## src/rtl/x25519_byte_stream.sv

```systemverilog
`default_nettype none
// +----------------------------------------------------------------------------+
// | Module  : x25519_byte_stream                                               |
// | Purpose : Byte-serial request/response wrapper around the curve25519 core. |
// |           Collects a 64-byte request, clamps the scalar, launches the core |
// |           and streams the 32-byte result back out.                        |
// | Rev     : 1.0  initial release                                             |
// +----------------------------------------------------------------------------+
module x25519_byte_stream (
    input  logic         clock,
    input  logic         reset_n,
    input  logic         in_valid,
    output logic         in_ready,
    input  logic [7:0]   in_data,
    output logic         out_valid,
    input  logic         out_ready,
    output logic [7:0]   out_data,
    output logic         out_last,
    output logic         core_start,
    output logic [254:0] core_scalar,
    output logic [254:0] core_point,
    input  logic         core_done,
    input  logic [254:0] core_out
);

    localparam logic [2:0] c_ST_LOAD      = 3'd0;
    localparam logic [2:0] c_ST_KICK      = 3'd1;
    localparam logic [2:0] c_ST_WAIT_LOW  = 3'd2;
    localparam logic [2:0] c_ST_WAIT_HIGH = 3'd3;
    localparam logic [2:0] c_ST_SEND      = 3'd4;

    logic [2:0]   r_state;
    logic [2:0]   w_next_state;
    logic [5:0]   r_cnt;
    logic [511:0] r_req;
    logic         r_loaded;
    logic [254:0] r_result;
    logic [255:0] w_result_ext;
    logic         w_in_fire;
    logic         w_out_fire;
    logic         w_unused_bits;

    always_comb begin
        w_next_state = r_state;
        in_ready     = 1'b0;
        out_valid    = 1'b0;
        core_start   = 1'b0;
        case (r_state)
            c_ST_LOAD: begin
                in_ready = 1'b1;
                if (in_valid && (r_cnt == 6'd63)) begin
                    w_next_state = c_ST_KICK;
                end
            end
            c_ST_KICK: begin
                core_start   = 1'b1;
                w_next_state = c_ST_WAIT_LOW;
            end
            c_ST_WAIT_LOW: begin
                // A done level still high from an earlier run must be seen low first.
                if (!core_done) begin
                    w_next_state = c_ST_WAIT_HIGH;
                end
            end
            c_ST_WAIT_HIGH: begin
                if (core_done) begin
                    w_next_state = c_ST_SEND;
                end
            end
            c_ST_SEND: begin
                out_valid = 1'b1;
                if (out_ready && (r_cnt == 6'd31)) begin
                    w_next_state = c_ST_LOAD;
                end
            end
            default: begin
                w_next_state = c_ST_LOAD;
            end
        endcase
    end

    assign w_in_fire  = in_valid && (r_state == c_ST_LOAD);
    assign w_out_fire = out_ready && (r_state == c_ST_SEND);

    always_ff @(posedge clock or negedge reset_n) begin
        if (!reset_n) begin
            r_state  <= c_ST_LOAD;
            r_cnt    <= 6'd0;
            r_loaded <= 1'b0;
            r_result <= '0;
        end else begin
            r_state <= w_next_state;
            if (w_in_fire) begin
                r_cnt    <= r_cnt + 6'd1;
                r_loaded <= (r_cnt == 6'd63);
            end else if (w_out_fire) begin
                r_cnt <= (r_cnt == 6'd31) ? 6'd0 : (r_cnt + 6'd1);
            end
            if ((r_state == c_ST_WAIT_HIGH) && core_done) begin
                r_result <= core_out;
            end
        end
    end

    // Request bytes need no reset: the operands are masked until a full request lands.
    always_ff @(posedge clock) begin
        if (w_in_fire) begin
            r_req[{r_cnt, 3'b000} +: 8] <= in_data;
        end
    end

    assign core_scalar = r_loaded ? {1'b1, r_req[253:3], 3'b000} : '0;
    assign core_point  = r_loaded ? r_req[510:256] : '0;

    assign w_result_ext = {1'b0, r_result};
    assign out_data     = w_result_ext[{r_cnt[4:0], 3'b000} +: 8];
    assign out_last     = (r_state == c_ST_SEND) && (r_cnt == 6'd31);

    assign w_unused_bits = ^{r_req[511], r_req[255:254], r_req[2:0]};

endmodule
`default_nettype wire

```

## config.mk

```make
export PLATFORM = sky130hd
export DESIGN_NAME = x25519_byte_stream
export DESIGN_NICKNAME = d
export VERILOG_FILES = /design/src/rtl/x25519_byte_stream.sv
export SDC_FILE = /design/constraint.sdc
export NUM_CORES = 1
export LEC_CHECK = 0
export ABC_AREA = 0
export CAP_MARGIN = 5
export CORE_AREA = 3 3 307 309
export CTS_CLUSTER_SIZE = 25
export DETAILED_ROUTE_END_ITERATION = 6
export DIE_AREA = 0 0 310 312
export GPL_TIMING_DRIVEN = 1
export PLACE_DENSITY = 0.7
export SYNTH_ARGS = -nofsm -noshare
export SYNTH_HDL_FRONTEND = slang
export SYNTH_SLANG_ARGS = --single-unit
```

## constraint.sdc

```tcl
create_clock -name clock -period 10.9 [get_ports clock]
set_clock_uncertainty 0.05 [all_clocks]
set_input_delay 2.18 -clock clock [delete_from_list [all_inputs] [get_ports clock]]
set_output_delay 2.18 -clock clock [all_outputs]
set_load 0.05 [all_outputs]
```

==> results.toml, run 1 <==
[setup_path]
required_ns = 8.67
cp_num_buf_inv = 2
crit_type = "flip-flop to primary output"
path_cells = "buf_4 -> mux4_2 -> nor2b_1 -> a21oi_1 -> o311ai_0 -> clkdlybuf4s50_1"
timing.reg2reg.setup_slack_ns = 6.11
cp-end-kind = "primary output"
max_stage_delay_ns = 0.92
crit_family = "buffers and inverters"
cp.arrival_ns = 4.39
cp_slowest_cell = "dfrtp_4"
rr_endpoint = "r_req[456]"
critPathLaunchType = "flip-flop"
cp_max_fo = 46
r2r_cells = 7
timing.rr.start = "r_cnt[0]"

[clock_network]
clock_latency_ns = 0.63
post-cts-setup-buffers = 0
cts_hold_buffers = 0
path_clk_slew_ns = 0.06
cts_resized = 0
h-tree-depth = 3
clock-sinks = 771
clock-root-buffer = "clkbuf_16"
cts_buffer_depth = 3
cts_buffers = 84
cts_tree = "done"

[hold_path]
holdPathEnd = "r_result[155]"
min_from = "r_result[155]"
min_delay_path_depth = 1
hp-class = "flip-flop to flip-flop"

[synth]
synth.distinct_cells = 67
syn_avg_cell_area_um2 = 12.9
ys_seq_elements = 771
synth_seq_area_share_pct = 63.3
yosysTopAreaCellShare_pct = 44.1
synth_area_mm2 = 0.0345
synth_area_leaders = "edfxtp_1, dfrtp_1, and2_1, mux2_2, nor2_1"
synthArstFlopShare_pct = 34.4
synth_enable_flop_cells = 506
synth_top_cell_by_area = "edfxtp_1"
yosys_warnings = 0
synth_flop_cell = "edfxtp_1"
syn_inst = 2679

[finish]
area_growth_syn_to_layout_pct = 34.3
layout_commonest_cell = "clkdlybuf4s50_1"
final_util_pct = 50.5
mostFrequentLayoutCells = "clkdlybuf4s50_1, and2_1, edfxtp_1, nor2_1, dfrtp_1"
fin_nets = 3689
drive_gt1_share_pct = 16.1

[power_and_ir_drop]
ir_drop_v = 0.000298
power.density_mw_per_mm2 = 215
leakagePower_nw = 16.7

[timing]
fin_setup_tns_ns = 0
post-route-period-util_pct = 60.8
worst_pin_slew_ns = 1.32
setup_violations = 0
rsz0062_at_grt = "no"
worst_slack_ns = 4.28
maxSlewHeadroom_pct = 11.4
drv_slew = 0
post-route-min-period_ns = 6.62
hold_viol_final = 0
fmax_mhz = 151

[routing]
detail_route.wl_per_cell_um = 26.9
via_per_inst = 5.23
firstDrtPassIters = 7
first_iter_violations = 2304
drc_errors = 0
postRouteAntennaNets = 0
routed_wl_um = 126000
via_count = 24500

[global_routing]
grt_pass1_vias = 24300
antenna_found_initial = 21
grt_use_total_pct = 25.4
grt_max_degree = 143
grt_pass1_wl_um = 177000
gr-total-overflow = 0

[placed_design]
place_congestion = 0.907
port_buffers = 786
hpwlAfterDp_um = 91700
dp_slack_ns = 4.87

[floorplan]
die-area_mm2 = 0.0967
fp.dieH_um = 312
core_area_mm2 = 0.0917
ioPinCount = 790
start_util_pct = 37.6
die_width_um = 310
rows = 111

[status]
status = "finished clean"

[job]
cap_violations = 0
==> sequential cells by signal (all words and copies together) (netlist names) <==
signal,cells
r_req,506
r_result,255
r_cnt,6
r_state,3
r_loaded,1
==> where the power goes <==
group          internal, W  switching [W]
combinational      0.00125        0.00187
clock              0.00156        0.00123
sequential         0.00365       0.000368
total              0.00646        0.00347
==> stage by stage <==
step                power, W  cells  area (um2)  hold slack (ns)
floorplan            0.00598   2681       34500            0.424
global placement     0.00715   4509       43500            0.432
detailed placement   0.00721   4510       43500            0.438
CTS                   0.0100   4662       46200            0.451
global route          0.0104   4670       46300            0.466
finish               0.00994   4678       46300            0.451
==> how the worst max path moves through the flow <==
stage	start	to	depth (start not counted)
detailed placement	r_cnt[0]	out_data[7]	6
floorplan	r_cnt[1]	out_data[7]	7
finish	r_cnt[0]	out_data[7]	6
CTS	r_cnt[0]	out_data[7]	6
global placement	r_cnt[0]	out_data[7]	6
global route	r_cnt[0]	out_data[7]	6
==> cell type report <==
class / instances / area, um2
diodes: 9 / 22.5
flip-flops and latches: 771 / 21800
multi-input cells: 1692 / 11800
clock buffers: 106 / 2270
well taps: 1186 / 1480
clock inverters: 46 / 443
fillers: 7906 / 45400
inverters: 5 / 18.8
repair buffers: 863 / 8410
==> worst reg2reg max path, stage by stage (launching register included) <==
cell and delay (ns):
dfrtp_4 0.92, clkinv_1 0.63, ha_1 0.58, nand2_1 0.33, buf_4 0.34, o211ai_1 0.14, buf_4 0.32, nor3_1 1.12
==> cell usage after synthesis, types with 2 or more instances <==
master     count
a2111oi_2      2
a21oi_1        4
a32oi_1        2
and2_1       530
and3_1        76
buf_1          7
buf_2         59
buf_4          6
clkbuf_1     141
dfrtp_1      265
edfxtp_1     506
ha_1           4
inv_1          4
mux2_2       258
mux2i_1        9
mux4_2        59
nand2_1       66
nand2b_1       5
nand3_1       37
nand3b_1       2
nand4_1       17
nor2_1       427
nor2b_1        3
nor3_1        72
nor3b_1        4
nor4_1         8
o2111a_1       2
o2111ai_1      2
o211ai_1      14
o21ai_0        2
o21ai_1        6
o22ai_1       25
o311ai_0       2
o31a_1         3
o31ai_1        2
or2_0          2
or2_2          4
or3_1          5
or3b_2         2
or4_1          3
xnor2_1        5
xor2_1         2
==> per-layer routing <==
layer  up-vias  track usage [%]  part of all wire (%)
li1      10900                -                     -
met3       200             6.86                   9.1
met4        16             6.46                   2.9
met1     12200             30.3                    37
met2      1166             45.4                    51
met5         -                0                 0.076
==> logic make-up (layout without fill, tap and decap cells) <==
family | Yosys count | count (layout) | synth area share (%)
buffers and inverters | 218 | 1020 | 2.65
XOR/XNOR | 9 | 9 | 0.272
AO/OA/AOI/OAI | 83 | 83 | 1.90
multiplexers | 326 | 326 | 12.5
AND/OR/NAND/NOR | 1267 | 1267 | 19.1
adder cells (fa/ha/maj) | 4 | 4 | 0.145
other | 1 | 12 | 0.0109
flip-flops | 771 | 771 | 63.3
Power figures use the tool's default switching activity.
==> run 2, diff against run 1 <==
clock period = 6.5 ns   (was 10.9 ns; I/O delays follow)
==> run 2 against run 1 <==
Against the previous run:
- routed wire length is 1.2% lower
- via count increased by 0.61%
- die area stayed put
- power grew 70%
- count of clock-buffer cells in the layout rose by 6
- sequential cell count unchanged
- first-iteration DRC count fell by 11%
- clock power grew 75%
- combinational power is 64% higher
- sequential share of layout area fell by 0.16 points
- final area increased by 0.35%
- core utilization rose by 0.17 points
- largest power group unchanged
- highest routed layer unchanged
==> results.toml, run 2 (synthesized netlist as in run 1, its figures left out) <==
[routing]
via_count = 24600
routed_wl_um = 124000
via_per_inst = 5.27
detail_route.wl_per_cell_um = 26.6
firstDrtPassIters = 7
drc_errors = 0
postRouteAntennaNets = 0
first_iter_violations = 2061

[floorplan]
fp.dieH_um = 312
die-area_mm2 = 0.0967
ioPinCount = 790
core_area_mm2 = 0.0917
rows = 111
die_width_um = 310
start_util_pct = 37.6

[setup_path]
crit_type = "flip-flop to primary output"
path_cells = "clkinv_1 -> nand3_1 -> nand4_1 -> o311ai_0 -> buf_4 -> clkdlybuf4s50_1"
cp.arrival_ns = 4.28
critPathLaunch = "r_cnt[0]"
cp-end-kind = "primary output"
timing.rr.start = "r_cnt[0]"
cp_slowest_cell = "dfrtp_4"
max_stage_delay_ns = 0.96
cp_max_fo = 44
crit_family = "buffers and inverters"
cp_num_buf_inv = 3
critPathLaunchType = "flip-flop"
required_ns = 5.15

[power_and_ir_drop]
power_w = 0.0169
leakagePower_nw = 16.8
ir_drop_v = 0.000447
power.density_mw_per_mm2 = 363

[timing]
post-route-min-period_ns = 5.63
setup_violations = 0
maxSlewHeadroom_pct = 16.0
post-route-period-util_pct = 86.6
rsz0062_at_grt = "no"
drv_slew = 0
worst_pin_slew_ns = 1.25
hold_viol_final = 0
worst_slack_ns = 0.873
fin_setup_tns_ns = 0
fmax_mhz = 178

[finish]
fill_cells = 7921
fin_nets = 3686
largestRegisters = "r_req x506, r_result x255, r_cnt x6"
layout_commonest_cell = "clkdlybuf4s50_1"
area_growth_syn_to_layout_pct = 34.8
mostFrequentLayoutCells = "clkdlybuf4s50_1, and2_1, edfxtp_1, nor2_1, dfrtp_1"
largest-register = "r_req"
fin_cells = 4678
largest_reg_flops = 506
drive_gt1_share_pct = 16.1

[placed_design]
place_congestion = 0.898
dp_slack_ns = 1.46
port_buffers = 786
placed_cells = 4512
hpwlAfterDp_um = 92800

[global_routing]
grt_pass1_vias = 24300
use_met1_pct = 29.2
antenna_found_initial = 23
gr-total-overflow = 0
gr-usage-met3_pct = 6.97
grt_pass1_wl_um = 175000
grt_max_degree = 161
met2_usage_pct = 43.7
grt_use_total_pct = 25.1
gr-max-usage-layer = "met2"

[clock_network]
cts_resized = 0
cts_buffer_depth = 3
path_clk_slew_ns = 0.06
clock_latency_ns = 0.64
clock-sinks = 771
clock-root-buffer = "clkbuf_16"
h-tree-depth = 3
cts_buffers = 85
cts_hold_buffers = 0
cts_tree = "done"
post-cts-setup-buffers = 0

[hold_path]
hp-class = "flip-flop to flip-flop"
min_from = "r_result[80]"

[job]
cap_violations = 0

[status]
status = "finished clean"
## run 2: final timing paths
check,end,slack (ns),depth (start not counted)
max,out_data[7],0.87,6
min,r_result[80],0.45,1
max reg2reg,r_req[417],1.38,6
min reg2reg,r_result[80],0.45,1
max in group asynchronous,r_result[74],4.36,2
min in group asynchronous,r_result[126],0.66,1
## run 2: worst reg2reg max path: stages (launching register included)
cell and delay [ns]:
dfrtp_4 0.96, clkinv_1 0.65, ha_1 0.57, xor2_2 0.30, a2111oi_2 0.90, o21ai_1 0.63
nor2_1 0.70
## run 2: power breakdown
part           internal [W]  switching (W)
Combinational       0.00209        0.00302
Sequential          0.00613       0.000719
Clock               0.00285        0.00204
## run 2: cell type report
type | instances | area (um2) | share of cell area (%)
timing repair buffer | 859 | 8460 | 18.2
clock buffer | 112 | 2350 | 5.06
inverter | 5 | 18.8 | 0.0404
antenna | 8 | 20.0 | 0.0431
multi-input combinational | 1692 | 11800 | 25.4
tap | 1186 | 1480 | 3.19
clock inverter | 45 | 489 | 1.05
sequential | 771 | 21800 | 47.0
## run 2: metal layers
metal,vias up,wire length [um]
met1,12300,44900
met5,-,132
met4,22,5070
li1,10900,-
met3,238,11400
met2,1233,62800
## run 2: metrics by stage
step | utilization (%) | hold WS, ns | area, um2
detailed placement | 47.6 | 0.438 | 43600
global route | 50.7 | 0.461 | 46400
CTS | 50.7 | 0.452 | 46400
finish | 50.7 | 0.452 | 46500
global placement | 47.6 | 0.432 | 43600
floorplan | - | 0.424 | 34500
==> run 3, diff against run 2 <==
CAP_MARGIN = 40   (was 5)
==> run 3 against run 2 <==
Against the previous run:
- count of clock-buffer cells in the layout shrank 3
- register-to-register slack gained 0.31 ns
- sequential cell count is the same
- first-iteration DRC count grew 11%
- sequential power shrank 1%
- worst hold slack lost 0.0037 ns
- power shrank 0.30%
- core utilization grew 0.25 points
- non-clock buffer count grew 35
- critical path depth is the same
- final cell count grew 0.73%
- clock power shrank 3%
==> results.toml, run 3 (synthesized netlist as in run 1, its figures left out) <==
[status]
status = "finished clean"

[clock_network]
path_clk_slew_ns = 0.06
h-tree-depth = 3
cts_hold_buffers = 0
cts_tree = "done"
post-cts-setup-buffers = 0
cts_buffer_depth = 3
cts_buffers = 84
clock_latency_ns = 0.63
clock-root-buffer = "clkbuf_16"
cts_resized = 0
clock-sinks = 771

[routing]
routedLengthMet1_um = 45200
highest_layer = "met5"
drc_errors = 0
firstDrtPassIters = 5
postRouteAntennaNets = 0
via_count = 24600
wl_met3_um = 11300
via_per_inst = 5.23
first_iter_violations = 2293
routed_wl_um = 125000
wl_met2_um = 62600
detail_route.wl_per_cell_um = 26.4

[setup_path]
required_ns = 5.15
cp.arrival_ns = 4.24
cp-end-kind = "primary output"
crit_type = "flip-flop to primary output"
critPathLaunch = "r_cnt[0]"
timing.rr.start = "r_cnt[0]"
critPathLaunchType = "flip-flop"
cp_max_fo = 44

[power_and_ir_drop]
ir_drop_v = 0.000362
power.density_mw_per_mm2 = 360
leakagePower_nw = 17.0

[global_routing]
grt_pass1_wl_um = 175000
grt_max_degree = 161
gr-total-overflow = 0
antenna_found_initial = 20
grt_pass1_vias = 24300
grt_use_total_pct = 25.1

[job]
cap_violations = 0

[timing]
fin_setup_tns_ns = 0
worst_slack_ns = 0.907
hold_viol_final = 0
worst_pin_slew_ns = 1.00
fmax_mhz = 179
maxSlewHeadroom_pct = 32.7
drv_slew = 0
setup_violations = 0
rsz0062_at_grt = "no"
post-route-min-period_ns = 5.59
post-route-period-util_pct = 86.1

[placed_design]
port_buffers = 786
place_congestion = 0.898
dp_slack_ns = 1.56
hpwlAfterDp_um = 94000

[hold_path]
hp-class = "flip-flop to flip-flop"
min_from = "r_result[114]"

[floorplan]
fp.dieH_um = 312
ioPinCount = 790
rows = 111
die-area_mm2 = 0.0967
core_area_mm2 = 0.0917
start_util_pct = 37.6
die_width_um = 310

[finish]
drive_gt1_share_pct = 16.8
area_growth_syn_to_layout_pct = 35.5
fin_nets = 3720
largestRegisters = "r_req x506, r_result x255, r_cnt x6"
layout_commonest_cell = "clkdlybuf4s50_1"
mostFrequentLayoutCells = "clkdlybuf4s50_1, and2_1, edfxtp_1, nor2_1, dfrtp_1"
largest_reg_flops = 506
largest-register = "r_req"
## run 3: cell count changes in the layout (fill, tap and decap cells not counted)
cell	change
buf_16	+5
buf_2	+17
buf_4	+9
buf_6	+1
buf_8	+3
bufinv_16	-4
clkbuf_1	-2
clkbuf_16	-1
clkinv_1	+9
clkinv_16	+1
clkinv_2	-2
diode_2	-2
inv_16	-1
inv_6	+1
## run 3: cell type report
class	count	area, um2
multi-input combinational	1692	11800
tap	1186	1480
inverter	5	18.8
antenna	6	15.0
timing repair buffer	894	8810
clock buffer	109	2320
clock inverter	49	412
fill	7922	45000
sequential	771	21800
## run 3: worst paths after layout
check,end,slack (ns),cells past startpoint
hold reg to reg,r_result[114],0.45,1
min in group asynchronous,r_result[126],0.68,1
setup / recovery,out_data[7],0.91,6
setup reg to reg,r_req[482],1.69,6
hold / removal,r_result[114],0.45,1
max in group asynchronous,r_result[16],4.39,2
## run 3: power by group
group,internal [W],switching (W)
logic,0.00218,0.00312
registers,0.00613,0.000646
clock network,0.00267,0.00206
## run 3: stage by stage
stage                     util, %  instance area [um2]  cells  hold slack (ns)  total power, W
after detailed placement     47.9                43900   4547            0.437          0.0122
after global routing         50.9                46700   4707            0.456          0.0175
final                        50.9                46700   4712            0.448          0.0168
after CTS                    50.9                46700   4705            0.451          0.0169
after global placement       47.6                43600   4512            0.432          0.0120
after floorplan                 -                34500   2681            0.424          0.0100
## run 3: routing by layer
metal | GRT usage, % | vias to the layer above
met3 | 6.24 | 226
met4 | 10.5 | 14
li1 | - | 10900
met2 | 43.5 | 1207
met5 | 0 | -
met1 | 29.6 | 12300
## run 3: critical path, cell delays in order (launching register included)
cell	delay, ns
dfrtp_4	0.96
clkinv_1	0.62
nand3_1	0.21
nand4_1	0.11
o311ai_0	0.64
buf_4	0.26
clkdlybuf4s50_1	0.81
==> RTL edit (config.mk and constraints of run 2) <==
Reset style: synchronous (`reset_n`), changed in one clocked block.
--- a/src/rtl/x25519_byte_stream.sv
+++ b/src/rtl/x25519_byte_stream.sv
@@ -82,7 +82,7 @@
     assign w_in_fire  = in_valid && (r_state == c_ST_LOAD);
     assign w_out_fire = out_ready && (r_state == c_ST_SEND);
 
-    always_ff @(posedge clock or negedge reset_n) begin
+    always_ff @(posedge clock) begin
         if (!reset_n) begin
             r_state  <= c_ST_LOAD;
             r_cnt    <= 6'd0;
Function: not settled (the Yosys comparison gave no result); the edit may change what the design does.
==> RTL edit against run 2 <==
- synthesized cell count grew 24%
- hold slack lost 40 ps
- setup slack gained 390 ps
- register-to-register slack gained 490 ps
- wire length grew 4.2%
- critical endpoint is now out_data[5]
- sequential cell count is the same
- design area grew 0.50%
- synthesized area grew 2.3%
Power is not compared: it rests on default switching activity, and its combinational part moved more than twofold at a synthesized area within 25%.
==> RTL edit: results (changes against run 2) <==
status: "finished, final reports clean"
clockRootBuffer: "clkbuf_16"
synthArstFlopShare: 0  # -0.344
synth_flop_cell: "edfxtp_1"
overflow: 0  # unchanged
synth_area_leaders: "edfxtp_1 43%, dfxtp_1 15%, and2_1 9.1%"
cts_setup_buffers: 0  # unchanged
critPathArrivalTime_ps: 3890  # -390 ps
path_max_fanout: 53  # +20%
synth_commonest_cells: "575 x nand2_1, 510 x and2_1, 506 x edfxtp_1"
fill_cells: 8280  # +4.5%
portBuffers: 786  # unchanged
grt_max_degree: 232  # +44%
drt_iter0_markers: 2828  # +37%
synth_edf_count: 506  # unchanged
fin_nets: 4231  # +15%
ir_drop_uv: 187
antenna_found_initial: 4  # -83%
hpwl_microns: 94800  # +2.1%
p_leak_uw: 0.0147
post_drt_wl_per_cell_microns: 24.9  # -6.5%
drive_gt1_frac: 0.0775  # -0.0835
dp_cells: 5061  # +12%
routed_wl_microns: 130000  # +4.2%
worstSkewPairLatency_ps: 630
ys_seq_area_frac: 0.582  # -0.0517
cts.path.max_buffers: 3  # unchanged
grt_pass1_vias: 27000  # +11%
tightest_slew_ps: 1250  # -4.94 ps
place_congestion: 0.872  # -2.8%
cts.reportedPaths.clkPinSlew_ps: 60  # about the same
via_count: 27700  # +12%
cts_buffers: 82  # -3.5%
top_regs: "r_req (506), r_result (255), r_cnt (6)"
grt_pass1_wl_microns: 184000  # +5.4%
grtUsageTotal: 0.259  # +0.00856
hold_path_class: "reg -> reg"
yosys_warnings: 0  # unchanged
cts_resized: 0  # unchanged
place_area_sq_um: 44000  # +0.95%
cts_htree_levels: 3  # unchanged
yosysUniqueCellTypes: 78  # +16%
synth_cells: 3330  # +24%
dr.pass1.iters: 6  # -1
[RTL edit: cell types whose count changed after synthesis, sizes merged, moves of 93 or more]
cell | before | now
dfxtp | 0 | 265
a211oi | 1 | 94
dfrtp | 265 | 0
nor2 | 427 | 334
a21boi | 0 | 261
mux2 | 258 | 13
nand2 | 66 | 575
[RTL edit: power breakdown]
part           switching (uW)  leakage [uW]  internal [uW]
clock network            2020       0.00132           2620
logic                     430       0.00661            251
registers                22.0       0.00673           5170
[RTL edit: routing by layer]
metal  share of wire  global-route usage  vias to the layer above
li1                -                   -                    12700
met1            0.37               0.314                    13300
met2            0.50               0.451                     1426
met3           0.088              0.0546                      247
met4           0.039              0.0979                        2
met5         0.00013                   0                        -
[RTL edit: metrics by stage]
| step | setup WS (ps) | total power, uW | utilization |
|---|---|---|---|
| after floorplan | 2660 | 5610 | - |
| after CTS | 1200 | 10600 | 0.509 |
| after global placement | 1320 | 5970 | 0.480 |
| after global routing | 1050 | 10800 | 0.509 |
| final | 1260 | 10500 | 0.509 |
| after detailed placement | 1230 | 5970 | 0.480 |
[RTL edit: final timing paths]
check | startpoint | end | slack [ps] | depth (start not counted)
worst max-delay path | r_cnt[1] | out_data[5] | 1260 | 5
worst min-delay path | r_result[118] | r_result[118] | 410 | 2
worst max register to register | r_cnt[0] | r_req[200] | 1870 | 8
worst min register to register | r_result[118] | r_result[118] | 410 | 2
[RTL edit: final cells by class]
type | instances | area (sq um) | area share
Sequential cell | 771 | 20500 | 0.439
Multi-Input combinational cell | 2250 | 13600 | 0.292
Timing Repair Buffer | 840 | 8340 | 0.179
Clock buffer | 98 | 2200 | 0.0472
Tap cell | 1186 | 1480 | 0.0318
Clock inverter | 52 | 482 | 0.0103
Inverter | 14 | 52.6 | 0.00113
Antenna cell | 1 | 2.50 | 0.0000536
[RTL edit: kinds of logic (layout without fill, tap and decap cells)]
group	count (synthesis)	count (layout)	synth area share
adder cells (fa/ha/maj)	4	4	0.00142
buffers and inverters	311	1004	0.0371
XOR/XNOR	9	9	0.00224
AND/OR/NAND/NOR	1696	1696	0.234
AO/OA/AOI/OAI	436	436	0.100
flip-flops	771	771	0.582
other	1	4	0.000106
multiplexers	102	102	0.0433
[RTL edit: worst max-delay path, stage by stage (launching register included)]
cell and delay (ps):
dfxtp_4 900, buf_4 450, mux4_2 560, a221oi_1 360, a21oi_1 130, clkdlybuf4s50_1 770
